--- config.mk ---
export PLATFORM = sky130hd
export DESIGN_NAME = ifu_predecode_bp
export DESIGN_NICKNAME = d
export VERILOG_FILES = /design/src/rtl/ifu_pkg.sv /design/src/rtl/ifu_ras.sv /design/src/rtl/ifu_predecode_bp.sv
export SDC_FILE = /design/constraint.sdc
export NUM_CORES = 1
export LEC_CHECK = 0
export ABC_AREA = 1
export BUFFER_PORTS_ARGS = -buffer_cell sky130_fd_sc_hd__buf_2
export CORE_MARGIN = 5
export CORE_UTILIZATION = 56
export CTS_BUF_LIST = sky130_fd_sc_hd__clkbuf_2 sky130_fd_sc_hd__clkbuf_4 sky130_fd_sc_hd__clkbuf_8
export CTS_CLUSTER_SIZE = 14
export DETAILED_ROUTE_END_ITERATION = 7
export GPL_ROUTABILITY_DRIVEN = 0
export PLACE_DENSITY_LB_ADDON = 0.08
export SLEW_MARGIN = 10
export SYNTH_ARGS = -nofsm -noshare
export SYNTH_HDL_FRONTEND = slang
export SYNTH_SLANG_ARGS = --single-unit
--- constraint.sdc ---
create_clock -name clk -period 5.5 [get_ports clk]
set_input_delay 0.55 -clock clk [delete_from_list [all_inputs] [get_ports clk]]
set_output_delay 0.55 -clock clk [all_outputs]
set_load 0.05 [all_outputs]
--- src/rtl/ifu_pkg.sv ---
// IFU predecode shared types and constants.
// Opcodes, link registers and the combinational jump-class decoder.
package ifu_pkg;

    localparam logic [6:0] OPC_JAL    = 7'b1101111;
    localparam logic [6:0] OPC_JALR   = 7'b1100111;
    localparam logic [6:0] OPC_BRANCH = 7'b1100011;

    localparam logic [4:0] REG_RA = 5'd1;
    localparam logic [4:0] REG_T0 = 5'd5;

    // Decoded immediates never exceed 32 bits; the top sign-extends to XLEN.
    localparam int IMM_W = 32;

    typedef struct packed {
        logic             op_jal;
        logic             op_jalr;
        logic             op_bxx;
        logic [IMM_W-1:0] imm;
        logic [4:0]       rs1;
        logic [4:0]       rs2;
        logic [4:0]       rd;
    } predecode_t;

    function automatic logic is_link(input logic [4:0] r);
        return (r == REG_RA) || (r == REG_T0);
    endfunction

    function automatic predecode_t predecode(input logic [31:0] inst);
        predecode_t pd;
        logic [2:0] f3;
        f3 = inst[14:12];
        pd = '0;
        pd.op_jal  = (inst[6:0] == OPC_JAL);
        pd.op_jalr = (inst[6:0] == OPC_JALR) && (f3 == 3'b000);
        pd.op_bxx  = (inst[6:0] == OPC_BRANCH) &&
                     (f3 != 3'b010) && (f3 != 3'b011);
        unique case (1'b1)
            pd.op_jal: begin
                pd.imm = {{11{inst[31]}}, inst[31], inst[19:12],
                          inst[20], inst[30:21], 1'b0};
                pd.rd  = inst[11:7];
            end
            pd.op_jalr: begin
                pd.imm = {{20{inst[31]}}, inst[31:20]};
                pd.rs1 = inst[19:15];
                pd.rd  = inst[11:7];
            end
            pd.op_bxx: begin
                pd.imm = {{19{inst[31]}}, inst[31], inst[7],
                          inst[30:25], inst[11:8], 1'b0};
                pd.rs1 = inst[19:15];
                pd.rs2 = inst[24:20];
            end
            default: ;
        endcase
        return pd;
    endfunction

endpackage

--- src/rtl/ifu_ras.sv ---
// Circular return-address stack.
// Full pushes overwrite the oldest entry; push+pop replaces the top.
module ifu_ras
    import ifu_pkg::*;
#(
    parameter int XLEN      = 32,
    parameter int RAS_DEPTH = 4,
    parameter int RAS_PTR_W = $clog2(RAS_DEPTH)
) (
    input  logic            clk,
    input  logic            rst,
    input  logic            push,
    input  logic            pop,
    input  logic [XLEN-1:0] push_data,
    output logic [XLEN-1:0] top,
    output logic            empty
);

    logic [XLEN-1:0]    mem [RAS_DEPTH];
    logic [RAS_PTR_W-1:0] ptr;
    logic [RAS_PTR_W:0]   cnt;
    logic [RAS_PTR_W-1:0] top_idx;

    assign top_idx = ptr - RAS_PTR_W'(1);
    assign top     = mem[top_idx];
    assign empty   = (cnt == '0);

    // Pointer, count and entry updates; popping an empty stack is a no-op.
    always_ff @(posedge clk) begin
        if (rst) begin
            ptr <= '0;
            cnt <= '0;
            for (int i = 0; i < RAS_DEPTH; i++) begin
                mem[i] <= '0;
            end
        end else if (push && pop && !empty) begin
            mem[top_idx] <= push_data;
        end else if (push) begin
            mem[ptr] <= push_data;
            ptr      <= ptr + RAS_PTR_W'(1);
            if (cnt != (RAS_PTR_W+1)'(RAS_DEPTH)) begin
                cnt <= cnt + (RAS_PTR_W+1)'(1);
            end
        end else if (pop && !empty) begin
            ptr <= top_idx;
            cnt <= cnt - (RAS_PTR_W+1)'(1);
        end
    end

endmodule

--- src/rtl/ifu_predecode_bp.sv ---
// Registered IFU predecode with static branch prediction and RAS.
// One valid/ready pipeline stage between fetch buffer and PC mux.
module ifu_predecode_bp
    import ifu_pkg::*;
#(
    parameter int XLEN      = 32,
    parameter int RAS_DEPTH = 4,
    parameter int RAS_PTR_W = $clog2(RAS_DEPTH)
) (
    input  logic            clk,
    input  logic            rst,
    input  logic            flush,
    input  logic            i_valid,
    output logic            i_ready,
    input  logic [XLEN-1:0] i_pc,
    input  logic [31:0]     i_inst,
    output logic            o_valid,
    input  logic            o_ready,
    output logic [XLEN-1:0] o_pc,
    output logic [31:0]     o_inst,
    output logic            o_op_jal,
    output logic            o_op_jalr,
    output logic            o_op_bxx,
    output logic [XLEN-1:0] o_jump_imm,
    output logic [4:0]      o_rs1,
    output logic [4:0]      o_rs2,
    output logic [4:0]      o_rd,
    output logic            o_pred_taken,
    output logic [XLEN-1:0] o_pred_pc,
    output logic            o_ras_hit
);

    predecode_t      pd;
    logic [XLEN-1:0] imm_x;
    logic [XLEN-1:0] pc_plus4;
    logic [XLEN-1:0] pc_plus_imm;
    logic            push_req;
    logic            pop_req;
    logic            accept;
    logic            upd;
    logic [XLEN-1:0] ras_top;
    logic            ras_empty;
    logic            pred_taken;
    logic [XLEN-1:0] pred_pc;
    logic            ras_hit;

    assign pd          = predecode(i_inst);
    assign imm_x       = XLEN'($signed(pd.imm));
    assign pc_plus4    = i_pc + XLEN'(4);
    assign pc_plus_imm = i_pc + imm_x;

    assign push_req = (pd.op_jal || pd.op_jalr) && is_link(pd.rd);
    assign pop_req  = pd.op_jalr && is_link(pd.rs1) && (pd.rs1 != pd.rd);

    assign i_ready = !o_valid || o_ready;
    assign accept  = i_valid && i_ready;
    assign upd     = accept && !flush;

    ifu_ras #(
        .XLEN      (XLEN),
        .RAS_DEPTH (RAS_DEPTH),
        .RAS_PTR_W (RAS_PTR_W)
    ) u_ras (
        .clk       (clk),
        .rst       (rst),
        .push      (upd && push_req),
        .pop       (upd && pop_req),
        .push_data (pc_plus4),
        .top       (ras_top),
        .empty     (ras_empty)
    );

    // Static prediction from the incoming instruction and current RAS top.
    always_comb begin
        pred_taken = 1'b0;
        pred_pc    = pc_plus4;
        ras_hit    = 1'b0;
        unique case (1'b1)
            pd.op_jal: begin
                pred_taken = 1'b1;
                pred_pc    = pc_plus_imm;
            end
            pd.op_bxx: begin
                pred_taken = imm_x[XLEN-1];
                pred_pc    = imm_x[XLEN-1] ? pc_plus_imm : pc_plus4;
            end
            pd.op_jalr: begin
                if (pop_req && !ras_empty) begin
                    pred_taken = 1'b1;
                    pred_pc    = ras_top;
                    ras_hit    = 1'b1;
                end
            end
            default: ;
        endcase
    end

    // Output stage: load on accept, drain on ready, drop on flush.
    always_ff @(posedge clk) begin
        if (rst) begin
            o_valid      <= 1'b0;
            o_pc         <= '0;
            o_inst       <= '0;
            o_op_jal     <= 1'b0;
            o_op_jalr    <= 1'b0;
            o_op_bxx     <= 1'b0;
            o_jump_imm   <= '0;
            o_rs1        <= '0;
            o_rs2        <= '0;
            o_rd         <= '0;
            o_pred_taken <= 1'b0;
            o_pred_pc    <= '0;
            o_ras_hit    <= 1'b0;
        end else if (flush) begin
            o_valid <= 1'b0;
        end else if (accept) begin
            o_valid      <= 1'b1;
            o_pc         <= i_pc;
            o_inst       <= i_inst;
            o_op_jal     <= pd.op_jal;
            o_op_jalr    <= pd.op_jalr;
            o_op_bxx     <= pd.op_bxx;
            o_jump_imm   <= imm_x;
            o_rs1        <= pd.rs1;
            o_rs2        <= pd.rs2;
            o_rd         <= pd.rd;
            o_pred_taken <= pred_taken;
            o_pred_pc    <= pred_pc;
            o_ras_hit    <= ras_hit;
        end else if (o_ready) begin
            o_valid <= 1'b0;
        end
    end

endmodule
# Word-level counts from Yosys, hierarchy flattened
# Memory sizes are Yosys's and may differ from the RTL's.
# Index checks and enable logic that the tools add are counted.
[classes] n_eq_ne=12 n_bitwise=2 reduce_logical=33 muxes=32 addsub=6
[op_table] operator="32-bit case mux with 3 select lines" n=2
[op_table] operator="32-bit two-way mux" n=4
[op_table] operator="32-bit OR reduction" n=2
[op_table] operator="32-bit by 3-bit adder with 32-bit output (second input constant)" n=1
[op_table] operator="32-bit adder" n=1
[op_table] operator="7-bit equality test (second input constant)" n=3
[op_table] operator="1-bit two-way mux" n=15
[op_table] operator="5-bit two-way mux" n=3
[op_table] operator="1-bit logical AND" n=14
[op_table] operator="5-bit by 1-bit equality test with 1-bit output (second input constant)" n=2
[op_table] operator="5-bit by 3-bit equality test with 1-bit output (second input constant)" n=2
[op_table] operator="3-bit two-way mux" n=3
[op_table] operator="2-bit two-way mux" n=4
[op_table] operator="3-bit logical NOT" n=2
[op_table] operator="3-bit by 2-bit inequality test with 1-bit output (second input constant)" n=2
[op_table] operator="2-bit OR reduction" n=3
[op_table] operator="5-bit inequality test" n=1
[op_table] operator="1-bit logical OR" n=4
[op_table] operator="2-bit AND reduction" n=2
[op_table] operator="2-bit nonzero test" n=2
[op_table] operator="3-bit by 1-bit adder with 3-bit output (second input constant)" n=1
[op_table] operator="1-bit logical NOT" n=3
[op_table] operator="3-bit inequality test (second input constant)" n=1
[op_table] operator="1-bit case mux with 3 select lines" n=1
[op_table] operator="other kinds (6)" n=7
[totals] out_inout_bits=150 mem_bits_rw=128 ff_bits=154 wordCells=101 memories=1 inputBits=69
[memory_table] name="u_ras.mem" depth=4 width=32 rd=1 rd_clocked_by_memory_dff=0 wr=4 line="ifu_ras.sv:19" source="logic [XLEN-1:0] mem [RAS_DEPTH];"

# Longest topological paths before layout
# Gate-level depths: netlist (run 1).
[depth] depth_word=18 ltp_mapped=24 ltp_nobuf=24

# Cells and area by module
# From an unflattened synthesis (run 1), not the netlist that was laid out.
[unflattened] hier_cells=1929 hier_area_um2=14642.8
[modules_own_cells] mod="ifu_predecode_bp" area_each_um2=8787.2 instances=1 cells_per_inst=1352
[modules_own_cells] mod="ifu_ras" area_each_um2=5855.6 instances=1 cells_per_inst=577

# Worst setup path after synthesis (run 1)
# No wires, ideal clock.
[synth_path] path_kind="input-to-reg" from="input o_ready" to="memory u_ras.mem[2][0], enable pin" path_buffers=0 path_stages=12 setup_time_ns=0.466 required_ns=5.034 arrival_ns=4.608 path_slack_ns=0.426 path_cell_list="inv_1 nand2_1 nand2_1 nor2_4 nand2_1 nor2_1 nand4_4 inv_2 nand4_4 o21bai_4 nand2_4 o21ai_0"
[synth_rtl] item="start: declaration" line="ifu_predecode_bp.sv:18" source="input logic o_ready,"
[synth_rtl] item="end: declaration" line="ifu_ras.sv:19"

# Worst setup path after layout (run 1)
[layout_path] from="input i_inst[1]" to="register o_pred_pc[22]"
[layout_rtl] item="start: declaration" line="ifu_predecode_bp.sv:16" source="input logic [31:0] i_inst,"
[layout_rtl] item="7-bit equality test" line="ifu_pkg.sv:36" source="pd.op_bxx = (inst[6:0] == OPC_BRANCH) &&"
[layout_rtl] item="1-bit logical AND" line="ifu_pkg.sv:36"
[layout_rtl] item="1-bit logical AND" line="ifu_pkg.sv:37" source="(f3 != 3'b010) && (f3 != 3'b011);"
[layout_rtl] item="32-bit case mux with 3 select lines *" line="ifu_pkg.sv:38" source="unique case (1'b1)"
[layout_rtl] item="via imm_x[5]" line="ifu_predecode_bp.sv:34" source="logic [XLEN-1:0] imm_x;"
[layout_rtl] item="32-bit adder *" line="ifu_predecode_bp.sv:50" source="assign pc_plus_imm = i_pc + imm_x;"
[layout_rtl] item="32-bit two-way mux" line="ifu_predecode_bp.sv:85" source="pred_pc = imm_x[XLEN-1] ? pc_plus_imm : pc_plus4;"
[layout_rtl] item="32-bit case mux with 3 select lines *" line="ifu_predecode_bp.sv:78" source="unique case (1'b1)"
[layout_rtl] item="end signal: assignment" line="ifu_predecode_bp.sv:128" source="o_pred_pc <= pred_pc;"
[layout_rtl] item="end: declaration" line="ifu_predecode_bp.sv:29" source="output logic [XLEN-1:0] o_pred_pc,"
# Mark *: on every way through the listed nets, which the timed path passes. The rest lies on a longest branch.
# A chain may end at the register's enable or synchronous reset.

==> reports/metrics.yaml, run 1 <==
totalWireLength_mm: 49.6
synthArstFlopShare_pct: 0
syn-num-nets: 1995
dominantRegCellSynth: "dfxtp_1"
crit_arrival_ps: 4640
hold_class: "primary input to flip-flop"
grt_max_degree: 92
synth_cell_types: 51
row_count: 59
cts_buffers: 46
syn_avg_cell_area_um2: 7.80
start_util_pct: 56.8
slew_headroom_pct: 37.2
detail-route-antenna-nets: 0
utilization_pct: 65.6
rsz0062_at_grt: "false"
grt_overflow: 0
cts.reportedPaths.clkPinSlew_ps: 60
ys_seq_area_share_pct: 45.4
dr.pass1.iters: 6
tightestPinTransition_ps: 941
min_delay_path_depth: 2
drive_above_1_share_pct: 19.3
grt_usage_pct: 32.0
cp_max_fo: 16
rr_worst_depth: 12
dieWidth_um: 172
layout_min_cycle_time_ps: 4180
crit_type: "primary input to flip-flop"
power.leakage_uw: 0.00777
maxCapViolCount: 0
pin_count: 219
diodes: 0
setup_viol: 0
area_growth_pct: 15.4
synthCells: 1892
timing.hold.ws_ps: 225
whs_endpoint: "o_valid"
fp.dieH_um: 172
drcViolationCount: 0
cts_htree_levels: 2
dp_hpwl_mm: 35.9
synth_edf_count: 128
cts_tree: "built"
placed_area_mm2: 0.0160
ir_worst_vdd_uv: 206
cp-start-kind: "primary input"
wire_per_inst_um: 20.2
multiInputGateArea_mm2: 0.00683
root_buffer: "clkbuf_8"
cts_setup_buffers: 0
cellPowerDensity_mw_per_mm2: 297
fin_area_mm2: 0.0170
worstSetupEndpointType: "flip-flop"
fin_nets: 2188
status: "finished clean"
reg2reg_slack_ps: 1870
drtIter0Drc: 1534
fmax_mhz: 239
syn_area_mm2: 0.0148
cts_hold_buf: 0
hp-start: "flush"
core_area_mm2: 0.0260
clk_path_buf_depth: 3
cp_data_required_time_ps: 5960
clock_skew_ps: 20.1
portBuffers: 218
antenna_found_initial: 0
yosysWarnings: 0
cts_resized: 0
grt_pass1_wl_mm: 73.8
synth-seq-cells: 271
grt_pass1_vias: 13000
die_area_mm2: 0.0297
seq_area_mm2: 0.00671
r2r-end: "u_ras.mem[3][29]"
r2r_start: "o_valid"
p_total_uw: 5050
setup-tns-final_ps: 0
vias_per_cell: 5.87
cts_num_sinks: 271
num_vias: 14400
finalMaxSlewViolations: 0
insertion_delay_ps: 580
final.fill_count: 2333
period_share_pct: 76.0
finalHoldViolCount: 0
[sequential cells by signal (all words and copies together) (netlist names)]
name and count:
o_jump_imm 21, o_op_jal 1, o_pred_taken 1, o_valid 1, u_ras.mem 128, o_rs1 5
o_pred_pc 32, o_op_jalr 1, o_pc 32, o_rd 5, o_op_bxx 1, u_ras.cnt 3
o_ras_hit 1, u_ras.ptr 2, o_rs2 5, o_inst 32
[cell usage after synthesis (12+ instances only)]
cell	n	area share, %
ha_1	32	2.7
o221ai_1	29	1.7
dfxtp_1	143	19
o21ai_0	150	5.1
buf_4	15	0.76
edfxtp_1	128	26
nor3_1	20	0.68
nand2_1	368	9.4
nand4_1	16	0.68
nor2_1	287	7.3
xor2_1	22	1.3
a21oi_1	148	5.0
nand3_1	92	3.1
clkbuf_1	58	1.5
o22ai_1	32	1.4
buf_6	12	0.92
inv_1	178	4.5
nor3_2	31	2.1
inv_2	14	0.36
[worst max path at each step]
| stage | startpoint | endpoint |
|---|---|---|
| 2_1_floorplan | o_ready | u_ras.mem[2][0] |
| 3_3_place_gp | i_inst[1] | o_pred_pc[20] |
| 3_5_place_dp | i_inst[1] | o_pred_pc[22] |
| 4_1_cts | i_inst[1] | o_pred_pc[22] |
| 5_1_grt | i_inst[1] | o_pred_pc[22] |
| 6_report | i_inst[1] | o_pred_pc[22] |
[power by group]
group	internal (µW)	leakage [µW]	switching [µW]	total [µW]
registers	2200	0.00249	45.0	2240
clock network	1220	0.000569	853	2070
logic	174	0.00470	569	743
total	3590	0.00777	1470	5050
[critical path, cell delays in order]
cell      delay, ps
buf_2           100
nand2_1         160
nor2_1           80
nand2_1         230
inv_1           300
nor2_1          450
clkinv_1        440
nand2_1         190
inv_1            60
ha_1            340
nand2_1         100
inv_1            60
a21boi_0        130
o21ai_0         690
nand2_1         100
nand2_1         180
nand2_1          90
nand2_1          60
nand2_1          50
nand3_1          70
nand3b_1        100
nand2_1          60
inv_1            30
[layer usage]
metal  track usage (%)  vias up  share of wire (%)
met1              44.2     6777                 41
li1                  -     6751                  -
met4              11.9        0                3.9
met2              51.0      763                 46
met5                 0        -                  0
met3              5.37      133                9.4
[cells in the final DEF, fill, tap and decap left out, types with 29 or more instances in the layout]
| master | netlist | layout |
|---|---|---|
| nor3_2 | 31 | 31 |
| dfxtp_1 | 143 | 143 |
| inv_1 | 178 | 177 |
| buf_2 | 2 | 218 |
| nor2_1 | 287 | 287 |
| a21oi_1 | 148 | 147 |
| o221ai_1 | 29 | 29 |
| clkbuf_8 | 0 | 58 |
| o21ai_0 | 150 | 149 |
| edfxtp_1 | 128 | 128 |
| nand3_1 | 92 | 92 |
| ha_1 | 32 | 32 |
| o22ai_1 | 32 | 32 |
| nand2_1 | 368 | 368 |
[cell families (layout without fill, tap and decap cells)]
logic type | count (synthesis) | after routing | share of synthesized area [%]
AOI/OAI and AO/OA | 397 | 397 | 15.2
xor gates and xnor gates | 29 | 29 | 1.72
adders and majority gates | 34 | 34 | 2.98
buffers and inverters | 289 | 520 | 8.36
DFF | 271 | 271 | 45.4
and+or+nand+nor | 872 | 872 | 26.3
[layout make-up]
cell class / instances / share of cell area, %
Multi-Input combinational cell: 1332 / 40.1
Sequential cell: 271 / 39.4
Timing Repair Buffer: 240 / 7.52
Clock buffer: 75 / 5.43
Inverter: 194 / 4.27
Tap cell: 335 / 2.46
Clock inverter: 11 / 0.866
[stage by stage]
stage,cells,setup WS [ps]
6_report,2458,1320
5_1_grt,2458,1030
4_1_cts,2458,1540
3_5_place_dp,2372,959
3_3_place_gp,2372,1180
2_1_floorplan,1892,426
(Power assumes the default switching activity.)
==> run 2, diff against run 1 <==
ABC_AREA = 0   (was 1)
clock period = 4 ns   (was 5.5 ns; I/O delays follow)
==> reports/metrics.yaml, run 2 <==
fin_nets: 1777
ir_worst_vdd_uv: 300
synth_top_area_share_pct: 28.3
drive_above_1_share_pct: 22.5
cts.reportedPaths.clkPinSlew_ps: 60
post-place-cells: 1950
insertion_delay_ps: 560
final_cells: 2034
final_common_cell: "nand2_1"
grt_pass1_vias: 11000
clk_path_buf_depth: 3
wire_per_inst_um: 19.6
fp.dieH_um: 166
grt_overflow: 0
whs_endpoint: "o_valid"
dp_hpwl_mm: 28.3
cts_tree: "built"
vias_per_cell: 5.78
start_util_pct: 56.3
crit_buf_inv: 3
r2r-end: "u_ras.mem[3][25]"
cts_num_sinks: 271
cts_resized: 0
multiInputGateArea_mm2: 0.00626
synth-seq-cells: 271
dominantRegCellSynth: "dfxtp_1"
grt_max_degree: 148
hp-start: "flush"
antenna_found_initial: 0
yosysMostFrequentCell: "nand2_1"
cp_max_fo: 12
detail-route-antenna-nets: 0
diodes: 0
syn-num-nets: 1575
yosysTopAreaCell: "edfxtp_1"
final.fill_count: 2101
crit_arrival_ps: 3850
synthCells: 1472
ys_seq_area_share_pct: 49.4
cts_buffers: 46
setup_viol: 0
synth_area_leaders: "edfxtp_1 28%, dfxtp_1 21%, nand2_1 7.8%"
synth_cell_types: 64
synth_edf_count: 128
tightestPinTransition_ps: 1160
setup-tns-final_ps: 0
cts_htree_levels: 2
crit_chain: "buf_2 > and4b_1 > nand4bb_1 > nor2_1 > buf_4 > a22oi_1 > inv_1 > ha_1 > a21o_1 > nand4_1 > a21oi_1 > nor2_1 > o21ai_0 > a311oi_1 > xnor2_1 > a21oi_1 > nor3_1"
finalMaxSlewViolations: 0
crit_slowest_cell: "a22oi_1"
num_vias: 11800
grt_usage_pct: 27.9
period_share_pct: 84.5
slew_headroom_pct: 22.6
drtIter0Drc: 1509
synthArstFlopShare_pct: 0
cellPowerDensity_mw_per_mm2: 400
totalWireLength_mm: 39.8
rsz0062_at_grt: "false"
syn_avg_cell_area_um2: 9.23
largest_reg_flops: 128
r2r_start: "o_valid"
fmax_mhz: 296
core_area_mm2: 0.0241
pin_count: 219
drcViolationCount: 0
status: "finished clean"
power.leakage_uw: 0.00673
p_total_uw: 6390
clock_skew_ps: 17.7
layout_min_cycle_time_ps: 3380
rr_worst_depth: 8
cp_data_required_time_ps: 4480
die_area_mm2: 0.0275
portBuffers: 218
area_growth_pct: 17.7
grt_pass1_wl_mm: 62.1
placed_area_mm2: 0.0150
fin_area_mm2: 0.0160
hold_class: "primary input to flip-flop"
min_delay_path_depth: 2
finalHoldViolCount: 0
reg2reg_slack_ps: 1250
yosysWarnings: 0
dr.pass1.iters: 5
slowest_delay_ps: 430
synthTopCellsByCount: "281 x nand2_1, 176 x nor2_1, 152 x a21oi_1"
root_buffer: "clkbuf_8"
syn_area_mm2: 0.0136
top_register: "u_ras.mem"
worstSetupEndpointType: "flip-flop"
cts_hold_buf: 0
layout_common_cells: "281 x nand2_1, 217 x buf_2, 176 x nor2_1"
dieWidth_um: 166
row_count: 57
timing.hold.ws_ps: 70.9
crit_type: "primary input to flip-flop"
cp-start-kind: "primary input"
seq_area_mm2: 0.00671
maxCapViolCount: 0
cp_top_family: "compound AO/OA/AOI/OAI gates"
cts_setup_buffers: 0
## run 2: cell count changes in the layout (fill, tap and decap cells not counted), moves of 26 or more
cell      delta
o22ai_1     -29
nor3_2      -31
o221ai_1    -28
o21ai_0    -106
xnor2_1     +26
nor2_1     -111
nand2_1     -87
mux4_2      +32
nand3_1     -48
inv_1      -131
## run 2: cells by family (layout without fill, tap and decap cells)
group,Yosys count,in the layout,synth area share [%]
AO/OA/AOI/OAI,295,295,13.4
XOR/XNOR,60,60,3.87
adder cells (fa/ha/maj),34,34,3.24
buffers and inverters,148,386,4.54
flip-flops,271,271,49.4
multiplexers,36,36,5.60
AND/OR/NAND/NOR,628,628,20.0
## run 2: layout make-up
cell class	count	share of cell area, %
clock inverters	11	0.767
well taps	324	2.54
clock buffers	73	5.50
multi-input cells	1053	39.2
flip-flops and latches	271	42.0
inverters	46	1.08
repair buffers	256	8.94
## run 2: per-stage QoR
step | util [%] | setup WS [ps]
floorplan | - | 325
global placement | 62.1 | 199
detailed placement | 62.1 | 139
CTS | 66.3 | 716
global route | 66.3 | 335
finish | 66.3 | 621
## run 2: worst register-to-register path: stages, from the launching register on
cell and delay (ps):
dfxtp_1 300, nor2b_1 150, nor3b_2 310, nand2_1 300, or3_1 500, or3_1 330, a21oi_1 140, or2_1 150
buf_12 230
## run 2: power breakdown
group	internal (µW)	leakage [µW]	switching [µW]
registers	2990	0.00251	40.0
clock network	1540	0.000538	1110
logic	188	0.00368	526
## run 2: layer usage
metal  vias up  GRT usage [%]  wire length (µm)
met3        86           5.70              3440
met1      5583           39.4             17000
li1       5557              -                 -
met2       536           44.0             18100
met5         -              0                 0
met4         0           7.86              1190
## run 2: how the worst max path moves through the flow
stage                     startpoint  cells after the start       endpoint  slack, ps
after global placement     i_inst[3]                     16  o_pred_pc[18]        200
final                      i_inst[1]                     17  o_pred_pc[17]        620
after detailed placement   i_inst[3]                     16  o_pred_pc[18]        140
after CTS                  i_inst[3]                     16  o_pred_pc[18]        720
after floorplan            i_inst[1]                     18  o_pred_pc[28]        320
after global routing       i_inst[3]                     16  o_pred_pc[18]        330
==> run 3, diff against run 2 <==
clock period = 3.3 ns   (was 4 ns; I/O delays follow)
==> reports/metrics.yaml, run 3 (synthesis results as in run 2) <==
maxCapViolCount: 0
root_buffer: "clkbuf_8"
totalWireLength_mm: 40.7
pre_cts_slack_ps: -281
grt_max_degree: 148
row_count: 57
drcViolationCount: 0
post-place-cells: 2082
grt_use_met1_pct: 39.4
period_share_pct: 91.6
p_total_uw: 7420
crit_type: "primary input to flip-flop"
clk_path_buf_depth: 3
status: "finished clean"
pin_count: 219
crit_arrival_ps: 3460
top_usage_layer: "met2"
tightestPinTransition_ps: 1040
fin_nets: 1909
dp_hpwl_mm: 29.6
finalMaxSlewViolations: 0
dr.pass1.iters: 6
utilization_pct: 70.1
layout_min_cycle_time_ps: 3020
grtUsageMet2_pct: 46.8
rsz0062_at_grt: "false"
cts_htree_levels: 2
setup_viol: 0
portBuffers: 218
cp_max_fo: 4
cellPowerDensity_mw_per_mm2: 439
diodes: 0
insertion_delay_ps: 560
top_register: "u_ras.mem"
cts_tree: "built"
wire_per_inst_um: 18.9
die_area_mm2: 0.0275
cts.reportedPaths.clkPinSlew_ps: 60
crit_slowest_cell: "nor4_1"
largest_reg_flops: 128
worstSetupEndpointType: "flip-flop"
cts_num_sinks: 271
grt_overflow: 0
hold_class: "primary input to flip-flop"
slew_headroom_pct: 30.8
ir_worst_vdd_uv: 441
globalRouteMet3Util_pct: 5.53
drive_above_1_share_pct: 27.5
finalHoldViolCount: 0
cp_data_required_time_ps: 3740
fp.dieH_um: 166
fmax_mhz: 331
clock_skew_ps: 21.5
detail-route-antenna-nets: 0
setup-tns-final_ps: 0
setup_ws_ps: 279
layout_common_cells: "281 x nand2_1, 217 x buf_2, 176 x nor2_1"
final_cells: 2159
vias_per_cell: 5.63
final_common_cell: "nand2_1"
drtIter0Drc: 1196
grt_usage_pct: 28.7
antenna_found_initial: 0
area_growth_pct: 24.4
num_vias: 12200
grt_pass1_vias: 11700
slowest_delay_ps: 380
power.leakage_uw: 0.00732
cts_buffers: 44
grt_pass1_wl_mm: 64.0
start_util_pct: 56.3
crit_chain: "buf_2 > nor4_1 > and4_1 > and2_1 > ha_1 > inv_1 > fa_1 > nor2b_1 > o31a_1 > nand3_1 > a31o_2 > nand3_1 > a41oi_1 > o21ai_0 > xnor2_1 > o21ai_0"
dieWidth_um: 166
cp-start-kind: "primary input"
core_area_mm2: 0.0241
-- run 3: cell types whose count changed in the layout (fill, tap and decap cells not counted), sizes merged --
cell	previous run	this run
clkinv	7	17
clkinvlp	0	2
inv	48	47
buf	256	388
dlygate4sd3	0	2
clkbuf	73	53
-- run 3: layout make-up --
class,count,area [µm²]
repair buffers,390,2490
flip-flops and latches,271,6710
multi-input cells,1053,6290
clock buffers,53,679
clock inverters,22,155
fillers,1962,7210
well taps,324,405
inverters,46,173
-- run 3: through the flow --
step | instance area (µm²) | hold WS, ps
3_3_place_gp | 16000 | 438
6_report | 16900 | 29.6
2_1_floorplan | 13600 | 409
5_1_grt | 16900 | 28.5
3_5_place_dp | 16000 | 442
4_1_cts | 16900 | 4.35
-- run 3: layer usage --
metal  share of wire [%]  vias up
met2                  47      509
met1                  43     5762
li1                    -     5824
met3                 7.3       70
met5                   0        -
met4                 2.5        0
-- run 3: where the power goes --
part / switching [µW] / internal (µW) / leakage (µW) / total (µW)
clock: 1310 / 1520 / 0.000434 / 2830
combinational: 651 / 275 / 0.00437 / 926
sequential: 45.3 / 3620 / 0.00251 / 3670
-- run 3: path summary, 6_finish.rpt --
path / start / to / slack, ps / depth (start not counted)
setup / recovery: i_inst[3] / o_pred_pc[30] / 280 / 16
hold / removal: i_inst[4] / o_inst[4] / 30 / 3
setup reg to reg: o_valid / u_ras.mem[3][7] / 640 / 8
hold reg to reg: o_rs1[1] / o_rs1[1] / 450 / 2
-- run 3: critical path, delay by kind of cell --
family,cells,cell delay (ps)
xor gates and xnor gates,1,160
adders and majority gates,2,550
AOI/OAI and AO/OA,5,1010
buffers and inverters,2,180
and+or+nand+nor,6,1230
-- run 3: what timing repair did --
item / in CTS / in global routing
setup buffers: 0 / 0
setup endpoints to repair: 0 / 3
resized for setup: 0 / 2
hold buffers: 2 / 0
hold endpoints to repair: 2 / 0
